===== config.mk =====
export PLATFORM = sky130hd
export DESIGN_NAME = wait_state_memory
export DESIGN_NICKNAME = d
export VERILOG_FILES = /design/src/rtl/mem_pkg.sv /design/src/rtl/sync_ram_array.sv /design/src/rtl/wait_state_memory.sv
export SDC_FILE = /design/constraint.sdc
export NUM_CORES = 2
export LEC_CHECK = 0
export ABC_CLOCK_PERIOD_IN_PS = 6400
export CAP_MARGIN = 15
export CORE_ASPECT_RATIO = 0.75
export CORE_MARGIN = 2
export CORE_UTILIZATION = 30
export DETAILED_ROUTE_END_ITERATION = 8
export PLACE_DENSITY = 0.54
export SYNTH_ARGS = -nofsm -noshare
export SYNTH_HDL_FRONTEND = slang
export SYNTH_SLANG_ARGS = --single-unit

===== constraint.sdc =====
create_clock -name clk -period 6.4 [get_ports clk]
set_input_delay 1.6 -clock clk [delete_from_list [all_inputs] [get_ports clk]]
set_output_delay 1.6 -clock clk [all_outputs]
set_load 0.01 [all_outputs]

===== src/rtl/mem_pkg.sv =====
// ---------------------------------------------------------------------------
// mem_pkg
// Shared definitions for the wait-state memory model:
//   - default parameter values (width, address width, depth, wait states)
//   - rw bus encoding (RW_READ / RW_WRITE)
//   - transaction FSM state type
//   - width helpers for the wait counter and the storage index
// ---------------------------------------------------------------------------
package mem_pkg;

    localparam int DEF_DATA_WIDTH  = 16;
    localparam int DEF_ADDR_WIDTH  = 16;
    localparam int DEF_DEPTH       = 256;
    localparam int DEF_WAIT_CYCLES = 2;

    localparam logic RW_READ  = 1'b1;
    localparam logic RW_WRITE = 1'b0;

    typedef enum logic [1:0] {
        IDLE = 2'd0,
        WAIT = 2'd1,
        DONE = 2'd2
    } state_e;

    // Counter must hold WAIT_CYCLES-1; never narrower than one bit.
    function automatic int cnt_width(input int wait_cycles);
        return (wait_cycles < 1) ? 1 : $clog2(wait_cycles + 1);
    endfunction

    // Bits needed to index DEPTH words; never narrower than one bit.
    function automatic int idx_width(input int depth);
        return (depth <= 1) ? 1 : $clog2(depth);
    endfunction

endpackage


===== src/rtl/sync_ram_array.sv =====
// ---------------------------------------------------------------------------
// sync_ram_array
// DEPTH x DATA_WIDTH storage with one synchronous write port, one
// synchronous (registered) read port and an address range check.
//
// Ports:
//   clk        in   rising-edge clock
//   rst_n      in   asynchronous active-low reset (read register only)
//   en_i       in   perform an access on this edge
//   rw_i       in   RW_READ / RW_WRITE
//   addr_i     in   word address (full bus width)
//   wdata_i    in   write data
//   rdata_o    out  registered read data; holds across writes and idle
//   in_range_o out  combinational: addr_i < DEPTH
// ---------------------------------------------------------------------------
module sync_ram_array
    import mem_pkg::*;
#(
    parameter int DATA_WIDTH = DEF_DATA_WIDTH,
    parameter int ADDR_WIDTH = DEF_ADDR_WIDTH,
    parameter int DEPTH      = DEF_DEPTH
) (
    input  logic                  clk,
    input  logic                  rst_n,
    input  logic                  en_i,
    input  logic                  rw_i,
    input  logic [ADDR_WIDTH-1:0] addr_i,
    input  logic [DATA_WIDTH-1:0] wdata_i,
    output logic [DATA_WIDTH-1:0] rdata_o,
    output logic                  in_range_o
);

    localparam int IDX_W = idx_width(DEPTH);

    logic [DATA_WIDTH-1:0] mem_q [DEPTH];
    logic [DATA_WIDTH-1:0] rdata_q;
    logic [IDX_W-1:0]      idx;

    // One extra bit so DEPTH == 2**ADDR_WIDTH compares correctly.
    assign in_range_o = ({1'b0, addr_i} < (ADDR_WIDTH + 1)'(DEPTH));
    assign idx        = addr_i[IDX_W-1:0];

    // NOTE: storage has no reset; it powers up as zero in simulation and
    // must survive reset_n so committed writes persist.
    always_ff @(posedge clk) begin
        if (en_i && (rw_i == RW_WRITE) && in_range_o) begin
            mem_q[idx] <= wdata_i;
        end
    end

    // Out-of-range reads return zero rather than aliasing into the array.
    // NOTE: sequential state is assigned with <= so every register samples
    // pre-edge values regardless of block ordering.
    always_ff @(posedge clk or negedge rst_n) begin
        if (!rst_n) begin
            rdata_q <= '0;
        end else if (en_i && (rw_i == RW_READ)) begin
            rdata_q <= in_range_o ? mem_q[idx] : '0;
        end
    end

    assign rdata_o = rdata_q;

endmodule


===== src/rtl/wait_state_memory.sv =====
// ---------------------------------------------------------------------------
// wait_state_memory
// Clocked CPU-side memory model with a configurable number of wait states,
// registered read data, abortable transactions and an address-range flag.
//
// Ports:
//   clk            in   rising-edge clock
//   reset_n        in   asynchronous active-low reset
//   addrs_bus      in   word address
//   request        in   master requests an access (level-held)
//   rw             in   1 = read, 0 = write
//   data_bus_write in   write data
//   wait_          out  1 while the access is in progress
//   data_bus_read  out  registered read data
//   addr_err       out  last completed access was out of range
// ---------------------------------------------------------------------------
module wait_state_memory
    import mem_pkg::*;
#(
    parameter int DATA_WIDTH  = DEF_DATA_WIDTH,
    parameter int ADDR_WIDTH  = DEF_ADDR_WIDTH,
    parameter int DEPTH       = DEF_DEPTH,
    parameter int WAIT_CYCLES = DEF_WAIT_CYCLES
) (
    input  logic                  clk,
    input  logic                  reset_n,
    input  logic [ADDR_WIDTH-1:0] addrs_bus,
    input  logic                  request,
    input  logic                  rw,
    input  logic [DATA_WIDTH-1:0] data_bus_write,
    output logic                  wait_,
    output logic [DATA_WIDTH-1:0] data_bus_read,
    output logic                  addr_err
);

    localparam int CNT_W = cnt_width(WAIT_CYCLES);

    state_e                state_q, state_d;
    logic [CNT_W-1:0]      cnt_q, cnt_d;
    logic [ADDR_WIDTH-1:0] addr_q, addr_d;
    logic                  rw_q, rw_d;
    logic [DATA_WIDTH-1:0] wdata_q, wdata_d;
    logic                  addr_err_q;

    // Access port into the array, valid on the edge that enters DONE.
    logic                  access;
    logic [ADDR_WIDTH-1:0] acc_addr;
    logic                  acc_rw;
    logic [DATA_WIDTH-1:0] acc_wdata;
    logic                  acc_in_range;

    always_ff @(posedge clk or negedge reset_n) begin
        if (!reset_n) begin
            state_q    <= IDLE;
            cnt_q      <= '0;
            addr_q     <= '0;
            rw_q       <= RW_READ;
            wdata_q    <= '0;
            addr_err_q <= 1'b0;
        end else begin
            state_q <= state_d;
            cnt_q   <= cnt_d;
            addr_q  <= addr_d;
            rw_q    <= rw_d;
            wdata_q <= wdata_d;
            if (access) begin
                addr_err_q <= !acc_in_range;
            end
        end
    end

    // NOTE: every output of this block gets a default first so no path
    // leaves a variable unassigned and no latch is inferred.
    always_comb begin
        state_d   = state_q;
        cnt_d     = cnt_q;
        addr_d    = addr_q;
        rw_d      = rw_q;
        wdata_d   = wdata_q;
        access    = 1'b0;
        acc_addr  = addr_q;
        acc_rw    = rw_q;
        acc_wdata = wdata_q;

        unique case (state_q)
            IDLE: begin
                if (request) begin
                    addr_d  = addrs_bus;
                    rw_d    = rw;
                    wdata_d = data_bus_write;
                    if (WAIT_CYCLES == 0) begin
                        // Zero wait states: the access happens on the very
                        // edge that samples the request, so use the live bus.
                        state_d   = DONE;
                        access    = 1'b1;
                        acc_addr  = addrs_bus;
                        acc_rw    = rw;
                        acc_wdata = data_bus_write;
                    end else begin
                        state_d = WAIT;
                        cnt_d   = CNT_W'(WAIT_CYCLES - 1);
                    end
                end
            end
            WAIT: begin
                if (!request) begin
                    state_d = IDLE;
                end else if (cnt_q == '0) begin
                    state_d = DONE;
                    access  = 1'b1;
                end else begin
                    cnt_d = cnt_q - CNT_W'(1);
                end
            end
            DONE: begin
                state_d = IDLE;
            end
            default: begin
                state_d = IDLE;
            end
        endcase
    end

    sync_ram_array #(
        .DATA_WIDTH (DATA_WIDTH),
        .ADDR_WIDTH (ADDR_WIDTH),
        .DEPTH      (DEPTH)
    ) u_ram (
        .clk        (clk),
        .rst_n      (reset_n),
        .en_i       (access),
        .rw_i       (acc_rw),
        .addr_i     (acc_addr),
        .wdata_i    (acc_wdata),
        .rdata_o    (data_bus_read),
        .in_range_o (acc_in_range)
    );

    // Combinational so the master sees wait_ in the same cycle it raises
    // request; it drops only during the single DONE cycle.
    assign wait_    = request && (state_q != DONE);
    assign addr_err = addr_err_q;

endmodule


### Word level (Yosys, flattened, before mapping)

Memories as Yosys holds them, arrays and structs flattened.
Index checks and enable logic that the tools add are counted.

| storage, ports and cells | value |
|---|---|
| bits in registers | 54 |
| output and inout bits | 18 |
| bits of input ports | 36 |
| memory bits (writable) | 4096 |
| memories kept | 1 |

Memory list:

| memory | words | bits a word | read ports | clocked after Yosys merged registers in | wr ports | RTL line | source |
|---|---|---|---|---|---|---|---|
| u_ram.mem_q | 256 | 16 | 1 | 0 | 1 | sync_ram_array.sv:35 | `logic [DATA_WIDTH-1:0] mem_q [DEPTH];` |

| operators by class | value |
|---|---|
| reduce and logical (&&, ||, !) cells | 11 |
| $add $sub $neg | 1 |
| equality and inequality tests | 6 |
| order comparisons | 1 |
| bitwise operators | 1 |
| multiplexer cells | 13 |

Operators by type and width:

| kind | count |
|---|---|
| less-than comparator 16 x 9 -> 1 bit (second input constant) | 1 |
| two-way mux 16 bit | 1 |
| two-way mux 2 bit | 5 |
| inequality test 2 bit (second input constant) | 4 |
| one-hot mux 2 bit (2 select lines) | 2 |
| two-way mux 1 bit | 5 |
| logical AND 1 bit | 4 |
| logical NOT 2 bit | 2 |
| AND reduction 2 bit | 2 |
| AND reduction 4 bit | 1 |
| inequality test 3 bit (second input constant) | 1 |
| equality test 2 x 1 -> 1 bit (second input constant) | 1 |
| nonzero test 2 bit | 1 |
| subtractor 2 x 1 -> 2 bit (second input constant) | 1 |
| logical NOT 1 bit | 1 |
| inverter 1 bit | 1 |

### Longest topological paths before layout

| logic depth | value |
|---|---|
| depth after elaboration | 8 |
| depth in mapped cells | 11 |
| depth with buffers taken out | 9 |

### Modules after synthesis

From an unflattened synthesis, not the netlist that was laid out.

| unflattened totals | value |
|---|---|
| cells, all modules | 7249 |
| area total of the unflattened synthesis | 159284.0 um^2 |

By module, submodules not included:

| module | times used | cells each | area each (um^2) |
|---|---|---|---|
| sync_ram_array | 1 | 7159 | 157823.9 |
| wait_state_memory | 1 | 90 | 1460.2 |

### Worst setup path before layout

OpenSTA, ideal clock, no wires.

| path | value |
|---|---|
| kind | input to register |
| start point | input request |
| end point | memory u_ram.mem_q[54][0] (netlist bit) (enable) |
| data required time | 6012 ps |
| stages on the path | 6 |
| slack | 2414 ps |
| setup time | 388 ps |
| arrival time | 3598 ps |
| path buffers | 1 |
| cells stage by stage | nand4b_1 nor4_1 nor3b_2 nand3_1 clkbuf_1 nor2_1 |

| between the ends | value |
|---|---|
| longest elaborated chain between the ends | 6 |

Ends and longest elaborated chain:

| what | RTL line | source |
|---|---|---|
| start: declaration | wait_state_memory.sv:28 | `input logic request,` |
| two-way mux 1 bit | wait_state_memory.sv:106 | `if (!request) begin` |
| two-way mux 1 bit | wait_state_memory.sv:85 | `unique case (state_q)` |
| logical AND 1 bit (2 in a row) | sync_ram_array.sv:46 | `if (en_i && (rw_i == RW_WRITE) && in_range_o) begin` |
| two-way mux 1 bit | sync_ram_array.sv:46 |  |
| two-way mux 1 bit (implied by the code) | sync_ram_array.sv:47 | `mem_q[idx] <= wdata_i;` |
| end: declaration | sync_ram_array.sv:35 |  |

No other way between the ends.

### Final worst setup path

| path | value |
|---|---|
| start point | register addr_q[0], in the netlist acc_addr[0] |
| end point | register u_ram.rdata_q[4], in the netlist u_ram.rdata_o[4] |

| between the ends | value |
|---|---|
| longest elaborated chain between the ends | 2 |

Ends and longest elaborated chain:

| what | RTL line | source |
|---|---|---|
| start: declaration | wait_state_memory.sv:40 | `logic [ADDR_WIDTH-1:0] addr_q, addr_d;` |
| start signal: assignment | wait_state_memory.sv:63 | `addr_q <= addr_d;` |
| memory read (256 x 16 bit) or less-than comparator 16 x 9 -> 1 bit (tied branches) | n/a |  |
| two-way mux 16 bit (*) | sync_ram_array.sv:58 | `rdata_q <= in_range_o ? mem_q[idx] : '0;` |
| end signal: assignment | sync_ram_array.sv:58 |  |
| end: declaration | sync_ram_array.sv:36 | `logic [DATA_WIDTH-1:0] rdata_q;` |

Every way passes the cells marked *; elsewhere a longest branch is shown, timed or not.
A chain may end at the register's enable or synchronous reset.

==> impl_metrics.ini <==
[timing]
hold_viol_final = 0
max_freq_mhz = 193
finalCritPeriodShare = 0.809
clock-skew-final_ps = 53.7
slew_viol_final = 0
period_minus_slack_ps = 5180
tightest_slew_ps = 1260
setup_viol = 0
tns_ps = 0
rsz0062_at_grt = no
setup_slack_ps = 1220
max-slew-margin-rel = 0.158
whs_ps = 496

[worst_setup_path]
reg2reg_depth = 7
cp-end-kind = register
cp_data_arrival_time_ps = 5940
r2r_setup_slack_ps = 1220
crit-reg2reg-launch = acc_addr[0]$_DFFE_PN0P_
critical_path_class = reg -> reg
crit_required_ps = 7160
crit_fanout = 99
critPathLaunchType = register
r2r-end = u_ram.rdata_o[4]$_DFFE_PN0P_

[clock_tree]
cts_sinks = 4150
cts-root-buf = clkbuf_16
hold_buffers = 0
cts_setup_buffers = 0
clkTransAtPathRegs_ps = 70
clockBufferDepth = 4
tritoncts = built
insertion_delay_ps = 950
cts_resized = 0
cts_max_level = 5
cts_buffers = 399

[yosys]
yosysTopAreaCell = edfxtp_1
synth-main-ff-cell = edfxtp_1
synth_edf_count = 4096
synth_cells = 7137
avgSynthCellArea_um2 = 22.2
syn-num-nets = 7174
synth_area_leaders = edfxtp_1 78%, mux4_2 14%, mux2i_1 1.4%
seq_area_frac_synth = 0.784
synthArstFlopShare = 0.0130
yosysWarnings = 0
synth_top_cell_area_share = 0.775
ys_ff_latch = 4150
syn-cell-area_um2 = 159000
ys_types = 61

[cells_and_area]
fillers = 48400
seq_area_um2 = 124000
final_cell_mix = 4,096 x edfxtp_1, 955 x mux4_2, 447 x buf_4
drive_gt1_frac = 0.269
syn2layout_area_growth_pct = 15.7
multi_input_area_um2 = 32400
layout_commonest_cell = edfxtp_1
fin_nets = 7682
final-instance-count-excl-fill = 15000

[grt]
grt_pass1_vias = 77000
grt_pass1_wl_mm = 637
overflow = 0
grt_usage = 0.168
grt_max_degree = 151
antenna_found_initial = 44

[drt]
num_vias = 79300
viasPerCell = 5.29
routed_wl_mm = 464
routedWlPerCell_um = 31.0
ant_nets = 1
drcViolationCount = 0
drtIter0Drc = 12400
firstDrtPassIters = 6

[power]
p_switching_mw = 24.0
internal_power_mw = 52.7
p_leak_nw = 56.4
peakVddDrop_v = 0.000312
clkPwrFrac = 0.313
seqPwrFrac = 0.444
pwr_density_cell_nw_per_um2 = 418
finalPower_mw = 76.8
comb_power_share = 0.243
switching_share = 0.313

[worst_hold_path]
min_path_type = in -> async

[run]
max_cap_violations = 0

[die]
die_area_um2 = 535000
core_region_area_um2 = 527000
die_w_um = 844
start_util = 0.301
pin_count = 54
fp.dieH_um = 634
rows = 231

[placed_design]
placedCellCount = 14200
place.port_buffers = 53
place.gp.congestion = 0.864
dpl.hpwl_mm = 284
pre_cts_ws_ps = 1020

[run_status]
status = complete, but fails checks
violations = antenna violations
[worst max-delay path, cell delays in order (launching register included)]
cell     delay (ps)
dfrtp_4        1140
buf_12          590
mux4_2          650
a22o_1          340
nor2_1          270
a31oi_1         390
o41ai_1        1160
o21ai_1         140
[metrics by stage]
stage / util / cell area, um2
2_1_floorplan: - / 159000
3_3_place_gp: 0.323 / 170000
3_5_place_dp: 0.323 / 170000
4_1_cts: 0.348 / 183000
5_1_grt: 0.348 / 184000
6_report: 0.348 / 184000
[cell usage after synthesis (44+ instances only)]
library cell,instances
nand2_1,78
a22o_1,78
buf_2,131
a22oi_1,188
mux4_2,955
clkbuf_1,207
mux2i_1,220
nand3_1,168
buf_1,51
o21ai_0,44
dfrtp_1,53
edfxtp_1,4096
a21oi_1,79
nor2_1,292
a31oi_1,47
[per-layer routing]
metal  GRT usage  vias up  routed length [um]
met3      0.0532      555               54900
met1       0.248    43000              199000
met5           0        -                  70
li1            -    31400                   -
met2       0.243     4325              201000
met4      0.0333       12                8900
[flip-flops by register name (all words and copies together), names as in the netlist]
register / count
u_ram.mem_q: 4096
u_ram.rdata_o: 16
cnt_q: 2
state_q: 2
addr_err: 1
acc_wdata: 16
acc_addr: 16
acc_rw: 1
[area by class of cell]
cell class	count	share of cell area
multi-input combinational	2540	0.177
timing repair buffer	547	0.0259
clock inverter	233	0.0133
clock buffer	493	0.0583
sequential	4150	0.678
tap	6990	0.0476
antenna	18	0.000245
inverter	7	0.000164
[how the worst max path moves through the flow]
stage                                               to  slack (ps)  cells past startpoint               startpoint
after global placement    u_ram.rdata_o[0]$_DFFE_PN0P_         -70                      9                  request
after global routing      u_ram.rdata_o[1]$_DFFE_PN0P_         950                      7  acc_addr[0]$_DFFE_PN0P_
final                     u_ram.rdata_o[4]$_DFFE_PN0P_        1220                      7  acc_addr[0]$_DFFE_PN0P_
after detailed placement  u_ram.rdata_o[0]$_DFFE_PN0P_        1020                     10                  request
after CTS                 u_ram.rdata_o[4]$_DFFE_PN0P_        1140                      7  acc_addr[0]$_DFFE_PN0P_
after floorplan           u_ram.mem_q[54][0]$_DFFE_PP_        2410                      6                  request
[cells by family (layout without fill, tap and decap cells)]
logic type / count (synthesis) / in the layout / share of synthesized area
flip-flops: 4150 / 4150 / 0.784
multiplexers: 1215 / 1215 / 0.153
AO/OA/AOI/OAI: 656 / 656 / 0.0300
other: 0 / 18 / 0
buffers and inverters: 447 / 1280 / 0.0135
adder cells (fa/ha/maj): 1 / 1 / 0.0000788
AND/OR/NAND/NOR: 668 / 668 / 0.0197
[power groups by stage]
stage	registers (mW)	logic [mW]	clock network, mW
6_report	34.1	18.7	24.0
5_1_grt	34.1	19.4	25.4
4_1_cts	34.1	18.6	24.4
3_5_place_dp	34.7	18.6	0
3_3_place_gp	34.6	18.4	0
2_1_floorplan	35.6	9.17	0
(Power assumes the default switching activity.)
